`src/rtl/counter_run_ctrl_pkg.sv`:
```
// counter_run_ctrl_pkg: shared counter-lab definitions (run-control state encoding, width helper).
// Rev 1.0
`timescale 1us/1ns
`default_nettype none

package counter_run_ctrl_pkg;

  typedef enum logic [1:0] {
    ST_IDLE  = 2'b00,
    ST_RUN   = 2'b01,
    ST_PAUSE = 2'b10,
    ST_HOLD  = 2'b11
  } run_state_e;

  // Bits needed to hold 0..n-1, never less than one.
  function automatic int cnt_width(input int n);
    return (n < 2) ? 1 : $clog2(n);
  endfunction

endpackage

`default_nettype wire

```
`src/rtl/counter_run_ctrl_btn_debounce.sv`:
```
// btn_debounce: 2-FF synchronizer, consecutive-cycle level filter and one-cycle press pulse.
// Rev 1.0
`timescale 1us/1ns
`default_nettype none

module btn_debounce
  import counter_run_ctrl_pkg::*;
#(
  parameter int DEB_CNT = 8
) (
  input  logic clk,
  input  logic rst_n,
  input  logic i_btn,
  output logic o_press
);

  localparam int            CW     = cnt_width(DEB_CNT);
  localparam logic [CW-1:0] C_LAST = CW'(DEB_CNT - 1);

  logic          r_s1;
  logic          r_s2;
  logic          r_lvl;
  logic          r_lvl_d;
  logic          r_armed;
  logic          r_press;
  logic [1:0]    r_fill;
  logic [CW-1:0] r_cnt;

  always_ff @(posedge clk or negedge rst_n) begin
    if (!rst_n) begin
      r_s1    <= 1'b0;
      r_s2    <= 1'b0;
      r_lvl   <= 1'b0;
      r_lvl_d <= 1'b0;
      r_armed <= 1'b0;
      r_press <= 1'b0;
      r_fill  <= 2'd0;
      r_cnt   <= '0;
    end else begin
      r_s1 <= i_btn;
      r_s2 <= r_s1;
      if (r_s2 == r_lvl) begin
        r_cnt <= '0;
      end else if (r_cnt == C_LAST) begin
        r_lvl <= r_s2;
        r_cnt <= '0;
      end else begin
        r_cnt <= r_cnt + 1'b1;
      end
      r_lvl_d <= r_lvl;
      // Presses are only honoured once the button has been seen released
      // after the synchronizer refilled; a button held through reset stays mute.
      if (r_fill != 2'd2) begin
        r_fill <= r_fill + 2'd1;
      end else if (!r_s2) begin
        r_armed <= 1'b1;
      end
      r_press <= r_lvl & ~r_lvl_d & r_armed;
    end
  end

  assign o_press = r_press;

endmodule

`default_nettype wire

```
`src/rtl/counter_run_ctrl.sv`:
```
// counter_run_ctrl: start/pause/clear run controller with tick divider for an up-counter datapath.
// Rev 1.0
`timescale 1us/1ns
`default_nettype none

module counter_run_ctrl
  import counter_run_ctrl_pkg::*;
#(
  parameter int DEB_CNT  = 8,
  parameter int TICK_DIV = 1000,
  parameter int WRAP     = 0
) (
  input  logic       clk,
  input  logic       rst,
  input  logic       stop_btn,
  input  logic       clr_btn,
  input  logic       cnt_at_max,
  output logic       cnt_en,
  output logic       cnt_clr,
  output logic       running,
  output logic [1:0] state
);

  localparam int            DW         = cnt_width(TICK_DIV);
  localparam logic [DW-1:0] C_DIV_LAST = DW'(TICK_DIV - 1);

  logic [1:0]    r_rst_sync;
  logic          w_rst_n;
  logic          w_stop_press;
  logic          w_clr_press;
  run_state_e    r_state;
  run_state_e    w_nstate;
  logic [DW-1:0] r_div;
  logic [DW-1:0] w_ndiv;
  logic          w_nen;
  logic          w_nclr;
  logic          r_cnt_en;
  logic          r_cnt_clr;
  logic          r_running;

  // Asynchronous assertion, clock-synchronous release.
  always_ff @(posedge clk or negedge rst) begin
    if (!rst) begin
      r_rst_sync <= 2'b00;
    end else begin
      r_rst_sync <= {r_rst_sync[0], 1'b1};
    end
  end

  assign w_rst_n = r_rst_sync[1];

  btn_debounce #(.DEB_CNT(DEB_CNT)) u_stop_deb (
    .clk     (clk),
    .rst_n   (w_rst_n),
    .i_btn   (stop_btn),
    .o_press (w_stop_press)
  );

  btn_debounce #(.DEB_CNT(DEB_CNT)) u_clr_deb (
    .clk     (clk),
    .rst_n   (w_rst_n),
    .i_btn   (clr_btn),
    .o_press (w_clr_press)
  );

  always_comb begin
    w_nstate = r_state;
    w_ndiv   = r_div;
    w_nen    = 1'b0;
    w_nclr   = 1'b0;
    if (w_clr_press) begin
      w_nstate = ST_IDLE;
      w_ndiv   = '0;
      w_nclr   = 1'b1;
    end else begin
      case (r_state)
        ST_IDLE: begin
          w_ndiv = '0;
          if (w_stop_press) w_nstate = ST_RUN;
        end
        ST_RUN: begin
          if (w_stop_press) begin
            w_nstate = ST_PAUSE;
          end else if (r_div == C_DIV_LAST) begin
            w_ndiv = '0;
            if (WRAP != 0 || !cnt_at_max) w_nen = 1'b1;
            else                          w_nstate = ST_HOLD;
          end else begin
            w_ndiv = r_div + 1'b1;
          end
        end
        ST_PAUSE: begin
          if (w_stop_press) w_nstate = ST_RUN;
        end
        ST_HOLD: begin
          w_ndiv = '0;
          if (w_stop_press) begin
            w_nstate = ST_IDLE;
            w_nclr   = 1'b1;
          end
        end
        default: begin
          w_nstate = ST_IDLE;
          w_ndiv   = '0;
        end
      endcase
    end
  end

  always_ff @(posedge clk or negedge w_rst_n) begin
    if (!w_rst_n) begin
      r_state   <= ST_IDLE;
      r_div     <= '0;
      r_cnt_en  <= 1'b0;
      r_cnt_clr <= 1'b0;
      r_running <= 1'b0;
    end else begin
      r_state   <= w_nstate;
      r_div     <= w_ndiv;
      r_cnt_en  <= w_nen;
      r_cnt_clr <= w_nclr;
      r_running <= (w_nstate == ST_RUN);
    end
  end

  assign cnt_en  = r_cnt_en;
  assign cnt_clr = r_cnt_clr;
  assign running = r_running;
  assign state   = r_state;

endmodule

`default_nettype wire

```
`config.mk`:
```
export PLATFORM = sky130hd
export DESIGN_NAME = counter_run_ctrl
export DESIGN_NICKNAME = d
export VERILOG_FILES = /design/src/rtl/counter_run_ctrl_pkg.sv /design/src/rtl/counter_run_ctrl_btn_debounce.sv /design/src/rtl/counter_run_ctrl.sv
export SDC_FILE = /design/constraint.sdc
export NUM_CORES = 1
export LEC_CHECK = 0
export CAP_MARGIN = 40
export CORE_ASPECT_RATIO = 1.2
export CORE_MARGIN = 3
export CORE_UTILIZATION = 59
export CTS_CLUSTER_SIZE = 28
export DETAILED_ROUTE_END_ITERATION = 7
export GPL_ROUTABILITY_DRIVEN = 1
export GPL_TIMING_DRIVEN = 0
export PLACE_DENSITY = 0.79
export SLEW_MARGIN = 20
export SYNTH_ARGS = -nofsm -noshare
export SYNTH_HDL_FRONTEND = slang
export SYNTH_HIERARCHICAL = 1
export SYNTH_SLANG_ARGS = --single-unit
```
`constraint.sdc`:
```
create_clock -name clk -period 1.96 [get_ports clk]
set_input_delay 0.392 -clock clk [delete_from_list [all_inputs] [get_ports clk]]
set_output_delay 0.392 -clock clk [all_outputs]
set_load 0.01 [all_outputs]
```
==> run summary, run 1 <==
Port Buffers - 9
crit share post-route - 94.0%
# fillers - 209
first-pass GRT wire length - 5480 microns
dpl hpwl - 2190 microns
kind of critical path - flip-flop to flip-flop
clk slew on worst S/H paths - 0.11 ns
CTS H-tree lvls - 2
CP Data Arrival Time - 2.07 ns
Synth async-reset ratio - 100%
Mapped Cells - 149
Crit Path Max Fanout - 7
final core utilization - 71.1%
setup violators final - 0
number of routed nets with antenna violations - 0
CTS Sinks - 39
Hold-fix buffers, CTS - 0
die area - 0.00378 sq mm
Initial Util - 63.4%
status - finished clean
Core Footprint - 0.00286 sq mm
Reg2Reg Depth - 8
Post-synth EDFFs - 0
# rows - 21
wire length per cell - 15.5 microns
Worst VDD drop - 1080 uV
Post-Route WL - 3150 microns
pin count of the biggest net entering global routing - 38
Area Overhead vs Synth - 12.2%
crit-path max cell delay - 0.45 ns
Top Ports - 10
Ys Warns - 6
gr ovfl total - 0
Top FF cell, synth - dfrtp_1
Syn Nets - 165
synthesized flop and latch total - 39
area of placed instances - 0.00195 sq mm
reg-to-reg setup timing slack - 0.12 ns
Worst R2R End - r_div[3]
Final Hold Fails - 0
commonest non-fill, non-tap cell in the layout - dfrtp_1
drt first pass iters - 4
number of global-route vias before repair - 1236
CP dominant cell by count - buf_4
Vias - 1187
Pwr Density - 1220 mW/mm^2
initial antenna violation count - 0
Synth Cell Area - 0.00182 sq mm
CP max-delay cell - dfrtp_1
CTS Root Cell - clkbuf_4
Max Clock Skew - 0.00866 ns
HP Class - flip-flop to asynchronous set/reset pin
Antenna Cells - 0
placed insts - 192
Avg Cell Area, Syn - 12.2 sq um
share of post-route cells with drive strength above 1 - 17.2%
vias per cell - 5.85
most frequent cells in the layout - dfrtp_1, inv_1, nand2_1
kind of end point of the critical path - flip-flop
LEAKAGE - 0.939 nW
CTS Buf Count - 5
fin. max-slew vios - 0
Post-Layout Inst Area - 0.00204 sq mm
Period minus WS final - 1.84 ns
drt initial violations - 44
Post-Layout Cell Count - 203
CTS tree - built
multi-input logic area - 779 sq um
crit path cell chain - inv_1, ha_1, buf_4, mux2i_4, buf_4, o2111ai_1, xnor2_1, nor3_2
Final nets - 184
Total GRT Usage - 19.5%
sequential cell area fraction in the yosys report - 53.8%
Max Freq - 543 MHz
Tot Pwr - 2.48 mW
max cap viols - 0
DRC viols - 0
die span in x - 56.6 microns
Die H - 66.8 microns
crit start category - flip-flop
clock tree buffer depth - 2
Yosys cell types - 46
Final GP Congestion - 0.881
Register Area - 977 sq um
worst r2r src - state[1]
worst skew pair latency - 0.33 ns
CP required - 2.19 ns
[metrics by stage]
stage	setup TNS [ns]	hold slack [ns]	setup WS (ns)
6_report	0	0.0588	0.118
3_3_place_gp	0	0.338	0.179
4_1_cts	0	0.199	0.111
5_1_grt	-0.00939	0.0629	-0.00652
2_1_floorplan	0	0.0964	0.278
3_5_place_dp	0	0.336	0.146
[Yosys cell counts, types with 3 or more instances]
library cell  count  share of area, %
a21oi_1           3              0.83
and4_1            3               1.4
dfrtp_1          39                54
ha_1             11               7.6
inv_1            11               2.3
nand2_1          11               2.3
nand3_1           4               1.1
nand4_1           3               1.0
nor2_1            4              0.83
nor3_1            4               1.1
nor3_2            3               1.7
xnor2_1           6               2.9
[final cells by class]
type	instances	area share, %
Inverter	12	2.21
Sequential cell	39	48.0
Clock buffer	7	2.21
Buffer	3	0.860
Multi-Input combinational cell	95	38.3
Clock inverter	1	0.246
Timing Repair Buffer	12	6.14
Tap cell	34	2.09
[what timing repair did]
| item | CTS | global route |
|---|---|---|
| setup buffers | 0 | 2 |
| resized for setup | 0 | 1 |
| endpoints found under the setup margin | 0 | 1 |
[worst max-delay path by stage]
stage / cells past startpoint / slack, ns / start / end
after CTS: 6 / 0.11 / state[0] / r_div[5]
after global placement: 6 / 0.18 / state[0] / r_div[5]
after global routing: 8 / -0.007 / state[1] / r_div[4]
after detailed placement: 7 / 0.15 / state[1] / r_div[5]
after floorplan: 6 / 0.28 / state[0] / r_div[5]
final: 8 / 0.12 / state[1] / r_div[3]
[logic make-up (layout without fill, tap and decap cells)]
group | after synthesis | in the layout | synth area share [%]
adders and majority gates | 11 | 11 | 7.58
muxes | 3 | 3 | 2.48
other | 1 | 1 | 0.207
AOI/OAI and AO/OA | 26 | 26 | 12.7
buffers and inverters | 15 | 35 | 3.45
and+or+nand+nor | 46 | 46 | 16.0
xor gates and xnor gates | 8 | 8 | 3.86
DFF | 39 | 39 | 53.8
[state kept, by name (all words and copies together) (netlist names), 2 cells and up]
| name | count |
|---|---|
| state | 2 |
| r_div | 10 |
| u_clr_deb/r_fill | 2 |
| r_rst_sync | 2 |
| u_clr_deb/r_cnt | 3 |
| u_stop_deb/r_cnt | 3 |
| u_stop_deb/r_fill | 2 |
[worst max-delay path, delay by kind of cell (launching register included)]
| family | cells | cell delay, ns |
|---|---|---|
| mux | 1 | 0.32 |
| flops | 1 | 0.45 |
| buf+inv | 3 | 0.44 |
| fa+ha+maj | 1 | 0.15 |
| compound gates | 1 | 0.12 |
| simple gates | 1 | 0.05 |
| xor+xnor | 1 | 0.21 |
[routing by layer]
metal | track usage (%) | wire [microns]
met1 | 22.1 | 1340
met2 | 32.7 | 1640
met3 | 5.23 | 113
met4 | 11.9 | 61
met5 | 0 | 0
[where the power goes]
group	internal [mW]	total, mW	switching [mW]
Sequential	0.960	1.08	0.116
Combinational	0.467	1.01	0.547
Clock	0.140	0.388	0.248
Total	1.57	2.48	0.910
No activity file was read; power rests on OpenSTA's default activity.
==> inputs of run 2 (changes only) <==
CORE_UTILIZATION = 52   (was 59)
PLACE_DENSITY = 0.74   (was 0.79)
clock period = 1.68 ns   (was 1.96 ns; I/O delays follow)
==> run 2 against run 1 <==
Die area increased by 12%. Sequential share of layout area is 4.1 points lower. Clock skew about the same. Sequential power is 18% higher. Worst setup slack worse by 0.085 ns. Largest cell class unchanged. Largest power group is now combinational logic.
==> run summary, run 2 (same netlist as run 1, synthesis figures left out) <==
WP buf/inv - 2 (-1)
Area Overhead vs Synth - 22.9%
Period minus WS final - 1.65 ns (-0.195 ns)
Vias - 1226 (+3.3%)
Crit Path Max Fanout - 4 (-3)
CP required - 1.91 ns (-0.28 ns)
Final GP Congestion - 0.840 (-4.7%)
Max Clock Skew - 0.00910 ns (+0.000440 ns)
Pwr Density - 1520 mW/mm^2 (+25%)
commonest non-fill, non-tap cell in the layout - dfrtp_1
gr ovfl total - 0 (unchanged)
LEAKAGE - 0.986 nW (+5.0%)
RSZ-0062 raised after global routing - yes
clk slew on worst S/H paths - 0.12 ns (about the same)
Switch Pwr - 1.18 mW (+29%)
Top Ports - 10 (unchanged)
worst skew pair latency - 0.34 ns (about the same)
vias per cell - 5.76 (-1.6%)
clock tree buffer depth - 2 (unchanged)
kind of critical path - flip-flop to flip-flop
Regs by FF count - r_div (10), u_clr_deb/r_cnt (3), u_stop_deb/r_cnt (3)
CTS Buf Count - 5 (unchanged)
drt first pass iters - 4 (unchanged)
part of the power in registers - 37.7% (-5.7 points)
crit share post-route - 98.0% (+4.0 points)
crit-path leading delay family - flip-flops
Core Footprint - 0.00319 sq mm (+11%)
kind of end point of the critical path - flip-flop
Final Hold Fails - 0 (unchanged)
Internal - 2.21 mW (+41%)
drt initial violations - 55 (+25%)
number of global-route vias before repair - 1268 (+2.6%)
Antenna Cells - 0 (unchanged)
die span in x - 59.9 microns (+5.8%)
first-pass GRT wire length - 5540 microns (+1.1%)
Total GRT Usage - 17.3% (-2.2 points)
HP Class - flip-flop to asynchronous set/reset pin
Worst VDD drop - 1450 uV (+34%)
status - finished clean
Die H - 70.7 microns (+5.9%)
max cap viols - 0 (unchanged)
final hold slack - 0.0717 ns (+0.0129 ns)
clock share of power - 19.2% (+3.6 points)
max FFs per register - 10 (unchanged)
Comb pwr share - 43.2% (+2.3 points)
most flop-heavy register - r_div
Final nets - 192 (+4.3%)
dpl hpwl - 2070 microns (-5.4%)
Initial Util - 56.9% (-6.5 points)
Tot Pwr - 3.38 mW (+37%)
CTS Root Cell - clkbuf_4
wire length per cell - 15.5 microns (+0.18%)
crit-path max cell delay - 0.48 ns (+0.03 ns)
crit start category - flip-flop
crit path cell chain - inv_4, ha_4, mux2i_4, buf_6, o2111ai_1, xnor2_1, nor3_2
Hold-fix buffers, CTS - 0 (unchanged)
fin. max-slew vios - 0 (unchanged)
# fillers - 214 (+2.4%)
Post-Route WL - 3310 microns (+5.1%)
CTS tree - built
Port Buffers - 9 (unchanged)
Sw Share - 34.8% (-2.0 points)
die area - 0.00424 sq mm (+12%)
initial antenna violation count - 0 (unchanged)
Max Freq - 607 MHz (+12%)
number of routed nets with antenna violations - 0 (unchanged)
DRC viols - 0 (unchanged)
setup violators final - 0 (unchanged)
CP max-delay cell - dfrtp_2
most frequent cells in the layout - dfrtp_1, nand2_1, inv_1, buf_4, ha_1
CTS Sinks - 39 (unchanged)
CTS H-tree lvls - 2 (unchanged)
# rows - 22 (+4.8%)
pin count of the biggest net entering global routing - 38 (unchanged)
share of post-route cells with drive strength above 1 - 27.7% (+11 points)
CP Data Arrival Time - 1.87 ns (-0.20 ns)
-- run 2: cell types whose count changed in the layout (fill, tap and decap cells not counted), sizes merged --
cell,change
buf,+8
bufinv,+1
clkbuf,-1
clkdlybuf4s50,-2
dlygate4sd2,+2
-- run 2: repair_timing --
item                                    CTS  global route
endpoints found under the setup margin   12            10
pin swaps                                 7             4
setup buffers                             7             4
gates resized for setup                  15             7
-- run 2: final timing paths --
path	from	endpoint	slack [ns]	cells after the start
setup / recovery	state[0]	r_div[3]	0.03	7
hold / removal	r_rst_sync[1]	cnt_clr	0.07	0
setup reg to reg	state[0]	r_div[3]	0.03	7
hold reg to reg	r_rst_sync[1]	cnt_clr	0.07	0
max in group asynchronous	r_rst_sync[1]	r_div[0]	1.21	1
min in group clk	r_rst_sync[0]	r_rst_sync[1]	0.36	0
-- run 2: final cells by class --
cell class                      instances  area (sq um)  area share, %
Buffer                                  2          10.0          0.448
Sequential cell                        39           980           43.9
Inverter                               12          47.5           2.13
Multi-Input combinational cell         95           866           38.8
Timing Repair Buffer                   21           198           8.86
Tap cell                               36          45.0           2.02
Clock buffer                            6          51.3           2.30
Clock inverter                          2          35.0           1.57
-- run 2: through the flow --
stage                     utilization (%)  cells  cell area (sq um)  TNS (ns)  setup WS (ns)
final                                69.9    213               2230         0         0.0332
after global routing                 69.9    213               2230    -0.111        -0.0344
after CTS                            67.2    209               2150         0        0.00115
after detailed placement             61.2    194               1950    -0.429         -0.119
after global placement               61.2    194               1950    -0.194        -0.0944
after floorplan                         -    149               1820         0         0.0195
-- run 2: worst register-to-register path: cells and delay by family (launching register included) --
family | cells | cell delay, ns
flops | 1 | 0.48
simple gates | 1 | 0.05
mux | 1 | 0.21
xor+xnor | 1 | 0.20
fa+ha+maj | 1 | 0.22
compound gates | 1 | 0.13
buf+inv | 2 | 0.25
-- run 2: per-layer routing --
layer  vias up  track usage (%)  routed length (microns)
met5         -                0                        0
met4         0             7.39                       67
met3         8             4.93                      139
met2        31             30.2                     1700
met1       598             19.1                     1410
li1        589                -                        -
-- run 2: power by group through the flow --
stage / combinational (mW) / clock [mW] / sequential [mW]
floorplan: 0.814 / 0 / 1.27
global placement: 1.04 / 0 / 1.28
detailed placement: 1.08 / 0 / 1.29
CTS: 1.31 / 0.670 / 1.27
global route: 1.59 / 0.715 / 1.30
finish: 1.46 / 0.648 / 1.27
==> inputs of run 3 (changes only) <==
CAP_MARGIN = 10   (was 40)
CORE_UTILIZATION = 58   (was 52)
PLACE_DENSITY = 0.78   (was 0.74)
clock period = 1.8 ns   (was 1.68 ns; I/O delays follow)
==> run 3 against run 2 <==
Sequential share of layout area up 2.1 points. Via count is 1.8% lower. Flip-flop and latch count stayed put. Global-route usage grew 1.4 points. Register-to-register slack got worse by 0.02 ns. Clock-buffer cell count is 1 higher. Core utilization is 3.7 points higher. Worst setup slack got worse by 0.022 ns. Power decreased by 14%. Worst hold slack improved by 0.10 ns. Clock power shrank 28%. Critical path depth decreased by 2. Largest power group unchanged.
==> run summary, run 3 (same netlist as run 1, synthesis figures left out) <==
# rows - 21 (-4.5%)
Pwr Density - 1370 mW/mm^2 (-9.7%)
Worst R2R End - r_div[8]
gr ovfl total - 0 (unchanged)
Final Hold Fails - 0 (unchanged)
met3 usage - 6.12% (+1.2 points)
DRC viols - 0 (unchanged)
setup violators final - 0 (unchanged)
Tot Pwr - 2.91 mW (-14%)
clk slew on worst S/H paths - 0.11 ns (about the same)
number of global-route vias before repair - 1222 (-3.6%)
dpl hpwl - 2060 microns (-0.63%)
status - finished clean
CP Data Arrival Time - 2.02 ns (+0.15 ns)
Antenna Cells - 0 (unchanged)
Regs by FF count - r_div (10), u_clr_deb/r_cnt (3), u_stop_deb/r_cnt (3)
max cap viols - 0 (unchanged)
Area Overhead vs Synth - 17.2%
Worst VDD drop - 951 uV (-34%)
Setup crit end - r_div[8]
Die H - 67.3 microns (-4.9%)
# fillers - 196 (-8.4%)
CTS H-tree lvls - 2 (unchanged)
M2 GR Usage - 30.0% (-0.17 points)
CTS Root Cell - clkbuf_4
Final WS setup - 0.0117 ns (-0.0215 ns)
kind of end point of the critical path - flip-flop
reg-to-reg setup timing slack - 0.01 ns (-0.02 ns)
most frequent cells in the layout - dfrtp_1, nand2_1, inv_1
Max Clock Skew - 0.00875 ns (-0.000351 ns)
Initial Util - 62.8% (+6.0 points)
Most Crowded Layer GR - met2
kind of critical path - flip-flop to flip-flop
share of post-route cells with drive strength above 1 - 25.0% (-2.7 points)
Post-Route WL - 3200 microns (-3.2%)
final core utilization - 73.6% (+3.7 points)
max FFs per register - 10 (unchanged)
drt first pass iters - 4 (unchanged)
die span in x - 57.1 microns (-4.8%)
wire length per cell - 15.5 microns (about the same)
die area - 0.00384 sq mm (-9.4%)
fin. max-slew vios - 0 (unchanged)
Core Footprint - 0.00289 sq mm (-9.5%)
Final GP Congestion - 0.863 (+2.8%)
most flop-heavy register - r_div
Total GRT Usage - 18.7% (+1.4 points)
Max Freq - 559 MHz (-7.9%)
slew margin rel. - 48.1%
HP Class - input port to asynchronous set/reset pin
Post-Layout Cell Count - 206 (-3.3%)
placed insts - 192 (-1.0%)
met1 Track Usage GR - 22.1% (+3.0 points)
Reg2Reg Depth - 5 (-2)
worst skew pair latency - 0.34 ns (about the same)
worst r2r src - r_div[1]
Hold-fix buffers, CTS - 0 (unchanged)
pin count of the biggest net entering global routing - 38 (unchanged)
setup TNS - 0 ns (unchanged)
Final nets - 187 (-2.6%)
CTS tree - built
LEAKAGE - 0.956 nW (-3.1%)
crit start category - flip-flop
Worst Setup SP - r_div[1]
Slew @ Worst Pin - 0.778 ns
commonest non-fill, non-tap cell in the layout - dfrtp_1
crit share post-route - 99.3% (+1.3 points)
pre-CTS setup slack - -0.103 ns (+0.0162 ns)
Crit Path Max Fanout - 6 (+2)
Period minus WS final - 1.79 ns (+0.142 ns)
initial antenna violation count - 0 (unchanged)
CTS Buf Count - 5 (unchanged)
number of routed nets with antenna violations - 0 (unchanged)
Port Buffers - 9 (unchanged)
clock tree buffer depth - 2 (unchanged)
CTS Sinks - 39 (unchanged)
first-pass GRT wire length - 5420 microns (-2.2%)
Top Ports - 10 (unchanged)
CP required - 2.03 ns (+0.12 ns)
Vias - 1204 (-1.8%)
drt initial violations - 37 (-33%)
vias per cell - 5.84 (+1.5%)
-- run 3: power breakdown --
| part | switching [mW] | total (mW) | leakage [nW] | internal (mW) |
|---|---|---|---|---|
| combinational | 0.634 | 1.24 | 0.426 | 0.611 |
| sequential | 0.150 | 1.20 | 0.494 | 1.05 |
| clock | 0.274 | 0.468 | 0.0355 | 0.194 |
| total | 1.06 | 2.91 | 0.956 | 1.85 |
-- run 3: worst min-delay path by stage --
stage	start	end	slack, ns	cells past startpoint
final	rst	r_rst_sync[0]	0.17	1
after global routing	rst	r_rst_sync[0]	0.14	1
after CTS	rst	r_rst_sync[0]	0.15	1
after detailed placement	u_clr_deb/r_s1	u_clr_deb/r_s2	0.34	0
after global placement	u_stop_deb/r_s1	u_stop_deb/r_s2	0.34	0
after floorplan	rst	r_rst_sync[0]	0.06	0
-- run 3: critical path, stage by stage (launching register included) --
cell and delay [ns]:
dfrtp_1 0.44, ha_2 0.27, and4b_4 0.30, nand4_2 0.21
a22oi_4 0.30, o22ai_1 0.15
-- run 3: final cells by class --
type	count	area [sq um]	share of cell area (%)
Inverter	12	45.0	2.12
Sequential cell	39	980	46.0
Multi-Input combinational cell	95	840	39.4
Clock inverter	1	8.76	0.412
Clock buffer	7	55.1	2.59
Buffer	3	21.3	0.999
Timing Repair Buffer	15	136	6.41
Tap cell	34	42.5	2.00
-- run 3: timing repair --
item                                    in CTS  in global routing
gates cloned                                 0                  0
gates resized for setup                      3                 14
pin swaps                                    1                  2
setup buffers                                2                  4
endpoints found under the setup margin       1                  9
-- run 3: stage by stage --
step / hold WS (ns) / instance area, sq um
2_1_floorplan: 0.0644 / 1820
3_3_place_gp: 0.335 / 1950
3_5_place_dp: 0.340 / 1950
4_1_cts: 0.148 / 2040
5_1_grt: 0.139 / 2130
6_report: 0.172 / 2130
-- run 3: routing by layer --
metal | up-vias | share of wire, %
li1 | 581 | -
met1 | 596 | 42
met2 | 17 | 52
met3 | 10 | 3.2
met4 | 0 | 3.2
met5 | - | 0
